**src/rtl/line_clear_ctrl.sv**
```systemverilog
// line_clear_ctrl: scans the board, collapses full rows one at a time and counts them; LINE_CLEAR_SCORE_EN adds a score accumulator.
module line_clear_ctrl #(
  parameter int ROWS = 23,
  parameter int COLS = 10,
  parameter int CNT_W = 5,
  parameter int SCORE_W = 20,
  localparam int AW = $clog2(ROWS),
  localparam int CW = $clog2(ROWS + 1)
) (
  input  logic               clk,
  input  logic               rst_n,
  input  logic               start,
  output logic               busy,
  output logic               done,
  output logic [CNT_W-1:0]   lines_cleared,
  output logic [AW-1:0]      row_addr,
  input  logic [COLS-1:0]    row_rd_data,
  output logic               row_wr_en,
  output logic [COLS-1:0]    row_wr_data,
  output logic [SCORE_W-1:0] score
);
  localparam logic [2:0] IDLE = 3'd0, SCAN = 3'd1, FIND = 3'd2, SHIFT_RD = 3'd3,
                         SHIFT_WR = 3'd4, CLR_TOP = 3'd5, DONE = 3'd6;
  logic [2:0]       r_state;
  logic [CW-1:0]    r_cnt;
  logic [AW-1:0]    r_row;
  logic [ROWS-1:0]  r_full;
  logic [CNT_W-1:0] r_lines;
  logic [AW-1:0]    w_k;
  logic [CW-1:0]    w_prev;
  assign w_prev = r_cnt - 1'b1;
  always_comb begin
    w_k = '0;
    for (int i = ROWS - 1; i >= 0; i--)
      if (r_full[i]) w_k = AW'(i);
  end
  always_ff @(posedge clk) begin
    if (!rst_n) begin
      r_state <= IDLE;
      r_cnt   <= '0;
      r_row   <= '0;
      r_full  <= '0;
      r_lines <= '0;
    end else begin
      case (r_state)
        IDLE: if (start) begin
          r_lines <= '0;
          r_cnt   <= '0;
          r_state <= SCAN;
        end
        SCAN: begin
          // read data lags the address by one cycle, so slot cnt captures row cnt-1
          if (r_cnt != '0) r_full[w_prev] <= &row_rd_data;
          r_cnt <= r_cnt + 1'b1;
          if (r_cnt == CW'(ROWS)) r_state <= FIND;
        end
        FIND: begin
          r_row   <= w_k;
          r_state <= ~|r_full ? DONE : (w_k == '0) ? CLR_TOP : SHIFT_RD;
        end
        SHIFT_RD: r_state <= SHIFT_WR;
        SHIFT_WR: begin
          r_row   <= r_row - 1'b1;
          r_state <= (r_row == AW'(1)) ? CLR_TOP : SHIFT_RD;
        end
        CLR_TOP: begin
          r_lines <= r_lines + (&r_lines ? CNT_W'(0) : CNT_W'(1));
          r_cnt   <= '0;
          r_state <= SCAN;
        end
        DONE: r_state <= IDLE;
        default: r_state <= IDLE;
      endcase
    end
  end
  assign busy          = r_state != IDLE;
  assign done          = r_state == DONE;
  assign lines_cleared = r_lines;
  assign row_wr_en     = (r_state == SHIFT_WR) || (r_state == CLR_TOP);
  assign row_wr_data   = (r_state == SHIFT_WR) ? row_rd_data : '0;
  assign row_addr      = (r_state == SCAN && r_cnt < CW'(ROWS)) ? r_cnt[AW-1:0] :
                         (r_state == SHIFT_RD) ? r_row - 1'b1 :
                         (r_state == SHIFT_WR) ? r_row : '0;
`ifdef LINE_CLEAR_SCORE_EN
  logic [SCORE_W-1:0] r_score;
  logic [SCORE_W-1:0] w_pts;
  logic [SCORE_W:0]   w_sum;
  assign w_pts = (r_lines == CNT_W'(0)) ? SCORE_W'(0) :
                 (r_lines == CNT_W'(1)) ? SCORE_W'(40) :
                 (r_lines == CNT_W'(2)) ? SCORE_W'(100) :
                 (r_lines == CNT_W'(3)) ? SCORE_W'(300) : SCORE_W'(1200);
  assign w_sum = {1'b0, r_score} + {1'b0, w_pts};
  always_ff @(posedge clk) begin
    if (!rst_n) r_score <= '0;
    else if (r_state == DONE) r_score <= w_sum[SCORE_W] ? '1 : w_sum[SCORE_W-1:0];
  end
  assign score = r_score;
`else
  assign score = '0;
`endif
endmodule

```
**config.mk**
```make
export PLATFORM = sky130hd
export DESIGN_NAME = line_clear_ctrl
export DESIGN_NICKNAME = d
export VERILOG_FILES = /design/src/rtl/line_clear_ctrl.sv
export SDC_FILE = /design/constraint.sdc
export NUM_CORES = 1
export LEC_CHECK = 0
export BUFFER_PORTS_ARGS = -buffer_cell sky130_fd_sc_hd__buf_4
export CAP_MARGIN = 20
export CORE_ASPECT_RATIO = 1.4
export CORE_UTILIZATION = 45
export CTS_CLUSTER_SIZE = 28
export DETAILED_ROUTE_END_ITERATION = 12
export GPL_TIMING_DRIVEN = 0
export PLACE_DENSITY_LB_ADDON = 0.12
export SETUP_SLACK_MARGIN = 0.4
export SLEW_MARGIN = 20
export SYNTH_ARGS = -nofsm -noshare
export SYNTH_HDL_FRONTEND = slang
export SYNTH_SLANG_ARGS = --single-unit
```
**constraint.sdc**
```tcl
create_clock -name clk -period 4.4 [get_ports clk]
set_input_delay 0.22 -clock clk [delete_from_list [all_inputs] [get_ports clk]]
set_output_delay 0.22 -clock clk [all_outputs]
set_load 0.05 [all_outputs]
```
==> parameters.txt, run 1 <==
Parameter                              Value

Clock network
  Clk Tree Root Cell ... clkbuf_8
  Post-CTS clock slew at the launch and capture registers of the worst setup and hold paths ... around 0.09 ns
  CTS H-Tree Depth ... 2
  Maximum buffer depth of the clock tree ... 2
  Number of clock sinks ... 41
  Source-to-sink clock delay at the later pin of the worst-skew pair ... 0.29 ns
  Clock tree from TritonCTS ... yes
  Number of gates resized after cts ... 0
  Total clock buffers created by CTS ... 5
  Hold_buf cts ... 0
  Post-CTS setup repair buffer count ... 0

Setup path
  Crit path required time ... 4.18 ns
  Critical R2R Launch ... r_cnt[0]
  Element type at the critical path end ... output port
  Worst reg2reg path depth ... 7
  Critical path class ... reg -> out
  Largest fanout on the critical path ... 10
  Arrival @ worst endpoint ... 2.18 ns
  End of the worst register-to-register path ... r_full[2]
  R2R setup slack ... 2.03 ns
  Startpoint class of the critical path ... register

Power and ir drop
  Pwr Density ... 273 nW/µm²
  Largest voltage drop on the vdd net ... 0.199 mV
  Total power after layout ... approximately 0.92 mW
  Static Leakage ... 1.42 nW

Synth
  Share of Yosys cell area claimed by the top area cell type ... 0.292
  Post-synth EDFFs ... 0
  Cell variety after synth ... 59
  Sequential area share after synthesis ... 0.292
  Warnings, synthesis ... 0
  Cell types occupying the most area after synthesis ... dfxtp_1 29%, buf_4 5.3%, ha_1 4.4%
  Library cell occupying the most area in the post-synthesis netlist ... dfxtp_1
  Number of storage elements in the synthesis netlist ... 41
  Main flop type after synthesis ... dfxtp_1
  Syn Std Cell Area ... 2820 µm²
  Cell count after synthesis ... 358
  Fraction of synthesis flops using an asynchronous set or reset pin ... 0
  Avg Synthesized Cell Area ... 7.86 µm²

Floorplan
  Die area ... 6580 µm²
  Placeable core region ... 5950 µm²
  Core Rows ... 33
  Starting Density ... 0.473
  Vertical die dimension ... 95.6 µm
  # IOs ... 56
  X dimension of the die ... a little under 70 µm

Place
  Final weighted congestion in routability-driven placement ... 0.924
  Port-buffer cells ... 34
  Detailed Place HPWL ... 5760 µm
  Number of placed instances, taps included ... 481

Finish
  NumNets Final ... 441
  Number of inserted diodes ... 0
  Area occupied by registers ... 821 µm²
  Area growth from synthesis to layout ... 19.5%
  Combined area of the multi-input logic cells ... 1810 µm²
  Count of non-filler cells in the finished layout ... between 400 and 500
  Most used cells in the layout excluding fill and tap cells ... 54 x buf_4, 41 x dfxtp_1, 32 x nor2_1
  Most common cell after layout, fill and taps aside ... buf_4
  Fillers ... 598
  Fraction of the core area covered by cells at the end of the flow ... 0.566
  Layout cells sized above 1 ... 0.198

Timing
  Maximum clock frequency ... 0.417 GHz
  Endpoints failing hold ... 0
  Number of pins exceeding their max-slew limit in the final report ... 0
  Number of setup violations in the final report ... 0
  Final clock period utilization by the worst path ... 0.544
  Final period demand of the worst path ... 2.40 ns
  Actual transition at the worst max-transition pin ... 0.782 ns
  Setup total negative slack ... 0 ns
  Hold Slack ... 0.329 ns
  Max-slew headroom at the worst pin ... 0.474
  Unrepaired setup endpoints after global routing ... no
  Clock Skew ... approximately 0.0095 ns

Job
  MaxCap Viol Count ... 0

Drt
  Number of antenna-violating nets in the routed design ... 0
  DRC violations left ... 0
  Post-DR wirelength/cell ... 15.4 µm
  Starting DRT DRC Count ... 115
  Number of vias in the routed layout ... 2747
  Number of vias per cell after detailed routing ... about 5.6
  Number of iterations in the first detailed-routing pass ... 4
  WL final ... around 7500 µm

GRT
  Sum of overflow across all layers after global routing ... 0
  Initial antenna violation count ... 0
  First-pass GRT wire length ... about 12000 µm
  Pin count of the biggest net entering global routing ... 14
  Number of global-route vias before repair ... 2433
  Gr usage total ... 0.244

Min path
  Min-Delay Path Depth ... 3
  Capture endpoint of the worst hold path ... r_cnt[4]
  Worst hold path startpoint ... rst_n
  Class of the tightest hold or removal check ... in -> reg

Run status
  Status ... finished clean
[area by class of cell]
cell class | instances | area share
multi-input cells | 289 | 0.537
flip-flops and latches | 41 | 0.244
repair buffers | 34 | 0.0759
plain buffers | 35 | 0.0636
well taps | 70 | 0.0260
clock buffers | 5 | 0.0205
clock inverters | 3 | 0.0193
inverters | 12 | 0.0134
[synth_stat cells, types with 5 or more instances]
| cell | instances |
|---|---|
| dfxtp_1 | 41 |
| nor2_1 | 32 |
| nand2_1 | 30 |
| buf_4 | 20 |
| a21oi_1 | 19 |
| and2_1 | 15 |
| o21ai_0 | 14 |
| inv_1 | 12 |
| nand3_1 | 12 |
| o211ai_1 | 12 |
| o31ai_1 | 11 |
| ha_1 | 10 |
| nor3_1 | 10 |
| clkbuf_1 | 9 |
| mux2i_1 | 8 |
| nor3b_1 | 7 |
| buf_2 | 6 |
| nand2b_1 | 6 |
| nor4_1 | 6 |
| a211oi_1 | 5 |
[cell families (layout without fill, tap and decap cells)]
family | count (synthesis) | in the layout | synth area share
other | 1 | 20 | 0.00133
XOR/XNOR | 2 | 2 | 0.00622
buffers and inverters | 47 | 89 | 0.0920
flip-flops | 41 | 41 | 0.292
adder cells (fa/ha/maj) | 10 | 10 | 0.0444
AO/OA/AOI/OAI | 100 | 100 | 0.251
AND/OR/NAND/NOR | 149 | 149 | 0.285
multiplexers | 8 | 8 | 0.0284
[routing by layer]
metal / vias to the layer above / part of all wire / routed length, µm / global-route usage
met4: 0 / 0.022 / 166 / 0.0867
met1: 1276 / 0.43 / 3240 / 0.308
met5: - / 0 / 0 / 0
met3: 13 / 0.041 / 306 / 0.0431
met2: 71 / 0.51 / 3800 / 0.408
li1: 1387 / - / - / -
[metrics by stage]
step	area (µm²)	worst slack, ns
after detailed placement	3230	2.08
after global placement	3230	2.14
final	3360	2.00
after global routing	3360	1.84
after floorplan	2890	2.23
after CTS	3360	2.02
[registers in the layout, summed over array words and instances (netlist names)]
| name | count |
|---|---|
| r_state | 3 |
| lines_cleared | 5 |
| r_cnt | 5 |
| r_row | 5 |
| r_full | 23 |
[how the worst max path moves through the flow]
stage / slack, ns / depth (start not counted) / end / startpoint
finish: 2.00 / 5 / row_addr[4] / r_state[1]
floorplan: 2.23 / 4 / row_addr[4] / r_state[1]
CTS: 2.02 / 5 / row_addr[4] / r_state[1]
global route: 1.84 / 7 / r_full[2] / r_cnt[0]
global placement: 2.14 / 7 / r_full[1] / r_cnt[0]
detailed placement: 2.08 / 7 / r_full[2] / r_cnt[0]
[worst max-delay path: stages (launching register included)]
cell and delay [ns]:
dfxtp_1 0.45, clkbuf_1 0.35, nand3_1 0.29, o21ai_0 0.33
a2bb2oi_1 0.23, buf_4 0.23
[power by group]
| part | internal, mW | switching, mW |
|---|---|---|
| Combinational | 0.0536 | 0.121 |
| Clock | 0.226 | 0.137 |
| Sequential | 0.375 | 0.00525 |
| Total | 0.654 | 0.263 |
(Power assumes the default switching activity.)
==> inputs of run 2 (changes only) <==
Clock period 4.4 ns to 2.25 ns, I/O delays scaled along.
==> run 2 against run 1 <==
Compared with the run above: die area did not move; non-clock buffer count increased by 12; final cell count up 2.5%; clock-buffer cell count did not move; global-route usage grew 0.32 points; critical endpoint is now row_addr[3]; largest power group unchanged; highest routed layer unchanged.
==> parameters.txt, run 2 (synthesized netlist as in run 1, its figures left out) <==
Parameter                              Value

Clock network
  CTS H-Tree Depth ... 2
  Source-to-sink clock delay at the later pin of the worst-skew pair ... around 0.3 ns
  Clock tree from TritonCTS ... yes
  Number of clock sinks ... 41
  Total clock buffers created by CTS ... 5
  Post-CTS clock slew at the launch and capture registers of the worst setup and hold paths ... 0.09 ns
  Maximum buffer depth of the clock tree ... 2
  Clk Tree Root Cell ... clkbuf_8
  Hold_buf cts ... 0

Floorplan
  X dimension of the die ... between 60 and 70 µm
  Placeable core region ... 5950 µm²
  Vertical die dimension ... 95.6 µm
  Die area ... ~6600 µm²
  Starting Density ... 0.473
  # IOs ... 56
  Core Rows ... 33

Power and ir drop
  Largest voltage drop on the vdd net ... 0.357 mV
  Pwr Density ... approximately 510 nW/µm²
  Static Leakage ... 1.58 nW

Setup path
  Worst reg2reg path depth ... 8
  Top Family by Delay on Critical Path ... compound AO/OA/AOI/OAI gates
  End of the worst register-to-register path ... r_full[11]
  Critical path class ... reg -> out
  CP max stage cell ... or3b_4
  Largest fanout on the critical path ... 5
  Buffer and inverter count on the worst path ... 2
  Cells along the critical path ... or3b_4 > buf_6 > a21oi_4 > a221o_1 > buf_6
  Maximum cell stage delay along the critical path ... ~0.4 ns
  Arrival @ worst endpoint ... around 1.8 ns
  Cell repeated most along the worst path ... buf_6
  Crit path required time ... 2.14 ns
  Critical R2R Launch ... r_state[2]
  R2R setup slack ... 0.44 ns
  Startpoint class of the critical path ... register
  Element type at the critical path end ... output port

Finish
  Register ranked first by flip-flop count ... r_full
  Number of flip-flops under the largest register name ... 23
  Most common cell after layout, fill and taps aside ... buf_4
  Area occupied by registers ... 833 µm²
  Number of inserted diodes ... 0
  Final Cell Area ... roughly 3700 µm²
  NumNets Final ... 453
  Layout cells sized above 1 ... 0.304
  Combined area of the multi-input logic cells ... 1990 µm²
  Count of non-filler cells in the finished layout ... 501
  Fraction of the core area covered by cells at the end of the flow ... 0.624
  Most used cells in the layout excluding fill and tap cells ... 60 x buf_4, 37 x dfxtp_1, 31 x nor2_1
  Fillers ... 546
  Area growth from synthesis to layout ... 31.9%

Min path
  Min-Delay Path Depth ... 3
  Class of the tightest hold or removal check ... in -> reg
  Worst hold path startpoint ... rst_n
  Capture endpoint of the worst hold path ... r_cnt[4]

Drt
  Post-DR wirelength/cell ... 15.4 µm
  Starting DRT DRC Count ... 177
  Number of vias per cell after detailed routing ... 5.58
  Number of vias in the routed layout ... approximately 2.8k
  Number of iterations in the first detailed-routing pass ... 4
  WL final ... 7730 µm
  DRC violations left ... 0
  Number of antenna-violating nets in the routed design ... 0

Timing
  Unrepaired setup endpoints after global routing ... yes
  Clock Skew ... 0.00956 ns
  Final setup slack of the worst path ... 0.333 ns
  Endpoints failing hold ... 0
  Final clock period utilization by the worst path ... 0.852
  Maximum clock frequency ... 0.522 GHz
  Number of setup violations in the final report ... 0
  Number of pins exceeding their max-slew limit in the final report ... 0
  Actual transition at the worst max-transition pin ... 0.787 ns
  Final period demand of the worst path ... 1.92 ns
  Setup total negative slack ... 0 ns
  Max-slew headroom at the worst pin ... 0.472

Place
  Area post-placement ... 3240 µm²
  Number of placed instances, taps included ... 481
  Port-buffer cells ... 34
  Final weighted congestion in routability-driven placement ... 0.867
  Worst slack at placement ... 0.0429 ns
  Detailed Place HPWL ... 5620 µm

Run status
  Status ... finished clean

GRT
  Pin count of the biggest net entering global routing ... 15
  Number of global-route vias before repair ... 2517
  Initial antenna violation count ... 0
  Sum of overflow across all layers after global routing ... 0
  First-pass GRT wire length ... 12200 µm
  Gr usage total ... 0.248

Job
  MaxCap Viol Count ... 0
==> run 2: cell types whose count changed in the layout (fill, tap and decap cells not counted), moves of 3 or more <==
cell      previous run  this run
and2_1              15        10
buf_6                0         7
clkbuf_1             9         5
and2_4               0         5
clkbuf_2             0         3
dfxtp_4              0         3
nand2_4              0         3
buf_4               54        60
o21ai_0             14        10
buf_2                6         3
dfxtp_1             41        37
==> run 2: layer usage <==
layer | up-vias | global-route usage | part of all wire
li1 | 1413 | - | -
met1 | 1312 | 0.298 | 0.42
met2 | 52 | 0.441 | 0.52
met3 | 19 | 0.0371 | 0.028
met4 | 0 | 0.0697 | 0.028
met5 | - | 0 | 0
==> run 2: worst reg2reg max path: cells and delay by family (launching register included) <==
family / cells / cell delay, ns
and+or+nand+nor: 2 / 0.49
buffers and inverters: 3 / 0.42
AOI/OAI and AO/OA: 3 / 0.42
DFF: 1 / 0.35
==> run 2: timing repair <==
action,4_1_cts,5_1_grt
pin swaps,6,8
gates resized for setup,39,28
endpoints found under the setup margin,37,26
gates cloned,0,0
buffers inserted,7,5
==> run 2: worst max path at each step <==
| stage | from | to | slack [ns] | cells past startpoint |
|---|---|---|---|---|
| 6_report | r_state[2] | row_addr[3] | 0.33 | 5 |
| 3_3_place_gp | r_cnt[0] | r_full[1] | 0.10 | 7 |
| 3_5_place_dp | r_cnt[0] | r_full[1] | 0.04 | 7 |
| 2_1_floorplan | r_state[1] | row_addr[1] | 0.42 | 3 |
| 4_1_cts | r_state[2] | row_addr[3] | 0.35 | 5 |
| 5_1_grt | r_state[2] | row_addr[2] | 0.28 | 6 |
==> run 2: layout make-up <==
class / instances / share of cell area
clock inverters: 3 / 0.0185
well taps: 70 / 0.0236
repair buffers: 46 / 0.0991
inverters: 12 / 0.0142
flip-flops and latches: 41 / 0.224
clock buffers: 5 / 0.0185
multi-input cells: 289 / 0.535
plain buffers: 35 / 0.0664
==> run 2: per-stage QoR <==
stage,hold WS [ns],power [mW]
2_1_floorplan,0.403,1.03
5_1_grt,0.255,1.96
3_5_place_dp,0.486,1.10
6_report,0.241,1.89
3_3_place_gp,0.479,1.10
4_1_cts,0.221,1.87
==> run 2: where the power goes <==
group / leakage (nW) / switching [mW] / internal (mW)
Sequential: 0.334 / 0.00960 / 0.732
Combinational: 1.18 / 0.266 / 0.148
Clock: 0.0687 / 0.290 / 0.447
Total: 1.58 / 0.566 / 1.33
==> inputs of run 3 (changes only) <==
Settings changed: PLACE_DENSITY_LB_ADDON 0.12 to 0.2, RECOVER_POWER from default to 100.
==> run 3 against run 2 <==
Compared with the run above: final cell count down 0.60%; die area unchanged; critical path type is now reg -> reg; worst setup slack worse by 0.094 ns; highest routed layer unchanged; critical endpoint is now r_full[11]; global-route usage rose by 0.14 points; total power fell by 6.4%.
==> parameters.txt, run 3 (synthesized netlist as in run 1, its figures left out) <==
Parameter                              Value

Run status
  Status ... finished clean

Finish
  Register ranked first by flip-flop count ... r_full
  Fillers ... 563
  Number of inserted diodes ... 0
  NumNets Final ... 450
  Most common cell after layout, fill and taps aside ... buf_4
  Layout cells sized above 1 ... 0.255
  Number of flip-flops under the largest register name ... 23
  Area growth from synthesis to layout ... 26.4%
  Most used cells in the layout excluding fill and tap cells ... 44 x buf_4, 37 x dfxtp_1, 31 x nor2_1

GRT
  First-pass GRT wire length ... around 12000 µm
  Number of global-route vias before repair ... 2472
  Pin count of the biggest net entering global routing ... 14
  Gr usage total ... 0.249
  Sum of overflow across all layers after global routing ... 0
  Initial antenna violation count ... 0

Clock network
  CTS H-Tree Depth ... 2
  Maximum buffer depth of the clock tree ... 2
  Clk Tree Root Cell ... clkbuf_8
  Clock tree from TritonCTS ... yes
  Post-CTS clock slew at the launch and capture registers of the worst setup and hold paths ... approximately 0.080 ns
  Number of clock sinks ... 41
  Source-to-sink clock delay at the later pin of the worst-skew pair ... 0.30 ns
  Total clock buffers created by CTS ... 5

Floorplan
  Core Rows ... 33
  Placeable core region ... 5950 µm²
  Starting Density ... 0.473
  Die area ... 6580 µm²
  X dimension of the die ... 68.8 µm
  Vertical die dimension ... between 90 and 100 µm
  # IOs ... 56

Power and ir drop
  Largest voltage drop on the vdd net ... around 0.5 mV
  Static Leakage ... 1.50 nW
  Pwr Density ... 498 nW/µm²

Timing
  Endpoints failing hold ... 0
  Maximum clock frequency ... 0.497 GHz
  Actual transition at the worst max-transition pin ... 0.748 ns
  Max-slew headroom at the worst pin ... 0.497
  Setup total negative slack ... 0 ns
  Clock Skew ... 0.00915 ns
  Final setup slack of the worst path ... 0.238 ns
  Hold Slack ... between 0.2 and 0.25 ns
  Number of pins exceeding their max-slew limit in the final report ... 0
  Final clock period utilization by the worst path ... 0.894
  Final period demand of the worst path ... between 2 and 2.5 ns
  Number of setup violations in the final report ... 0
  Unrepaired setup endpoints after global routing ... yes

Setup path
  Arrival @ worst endpoint ... around 2.2 ns
  Critical path class ... reg -> reg
  Startpoint class of the critical path ... register
  Largest fanout on the critical path ... 8
  Element type at the critical path end ... register
  Crit path required time ... between 2 and 2.5 ns

Drt
  Post-DR wirelength/cell ... 15.6 µm
  Number of vias per cell after detailed routing ... 5.67
  WL final ... about 7800 µm
  DRC violations left ... 0
  Number of vias in the routed layout ... around 2.8k
  Number of iterations in the first detailed-routing pass ... 4
  Number of antenna-violating nets in the routed design ... 0
  Starting DRT DRC Count ... 138

Place
  Detailed Place HPWL ... 5760 µm
  Worst slack at placement ... 0.0888 ns
  Port-buffer cells ... 34
  Final weighted congestion in routability-driven placement ... a little under 0.9

Job
  MaxCap Viol Count ... 0

Min path
  Class of the tightest hold or removal check ... in -> reg
run 3: metal layers:
| metal | global-route usage | share of wire | routed length, µm |
|---|---|---|---|
| met5 | 0 | 0 | 0 |
| met4 | 0.0748 | 0.015 | 115 |
| met3 | 0.0371 | 0.036 | 278 |
| met2 | 0.444 | 0.55 | 4250 |
| met1 | 0.297 | 0.40 | 3150 |
run 3: through the flow:
step / total power, mW / utilization / cell area [µm²] / std cells
3_3_place_gp: 1.10 / 0.544 / 3240 / 481
5_1_grt: 1.84 / 0.598 / 3560 / 498
2_1_floorplan: 1.03 / - / 2890 / 377
3_5_place_dp: 1.10 / 0.544 / 3240 / 481
6_report: 1.77 / 0.598 / 3560 / 498
4_1_cts: 1.75 / 0.589 / 3500 / 494
run 3: final cells by class:
class | count | area (µm²) | share of cell area
buffer | 35 | 233 | 0.0654
clock buffer | 6 | 82.6 | 0.0232
clock inverter | 2 | 37.5 | 0.0105
inverter | 12 | 46.3 | 0.0130
multi-input combinational | 289 | 1950 | 0.549
sequential | 41 | 833 | 0.234
tap | 70 | 87.6 | 0.0246
timing repair buffer | 43 | 287 | 0.0805
run 3: final timing paths:
path	from	to	depth (start not counted)	slack [ns]
worst min-delay path	rst_n	r_full[5]	3	0.23
worst min register to register	r_full[18]	r_full[18]	2	0.50
worst max register to register	r_state[2]	r_full[11]	8	0.24
worst max-delay path	r_state[2]	r_full[11]	8	0.24
run 3: timing repair:
action	in CTS	in global routing
pin swaps	3	6
setup endpoints to repair	36	38
hold buffers	0	0
resized for setup	29	35
setup buffers	5	4
run 3: where the power goes:
group	total [mW]	switching [mW]	internal, mW
combinational	0.395	0.258	0.138
sequential	0.742	0.0107	0.732
clock	0.633	0.272	0.361
run 3: worst max-delay path: stages (launching register included):
cell and delay, ns:
dfxtp_4 0.37, or3b_4 0.40, buf_6 0.13, buf_4 0.15
a21oi_1 0.21, buf_12 0.17, nand2_1 0.16, o211ai_1 0.22
o31ai_1 0.09
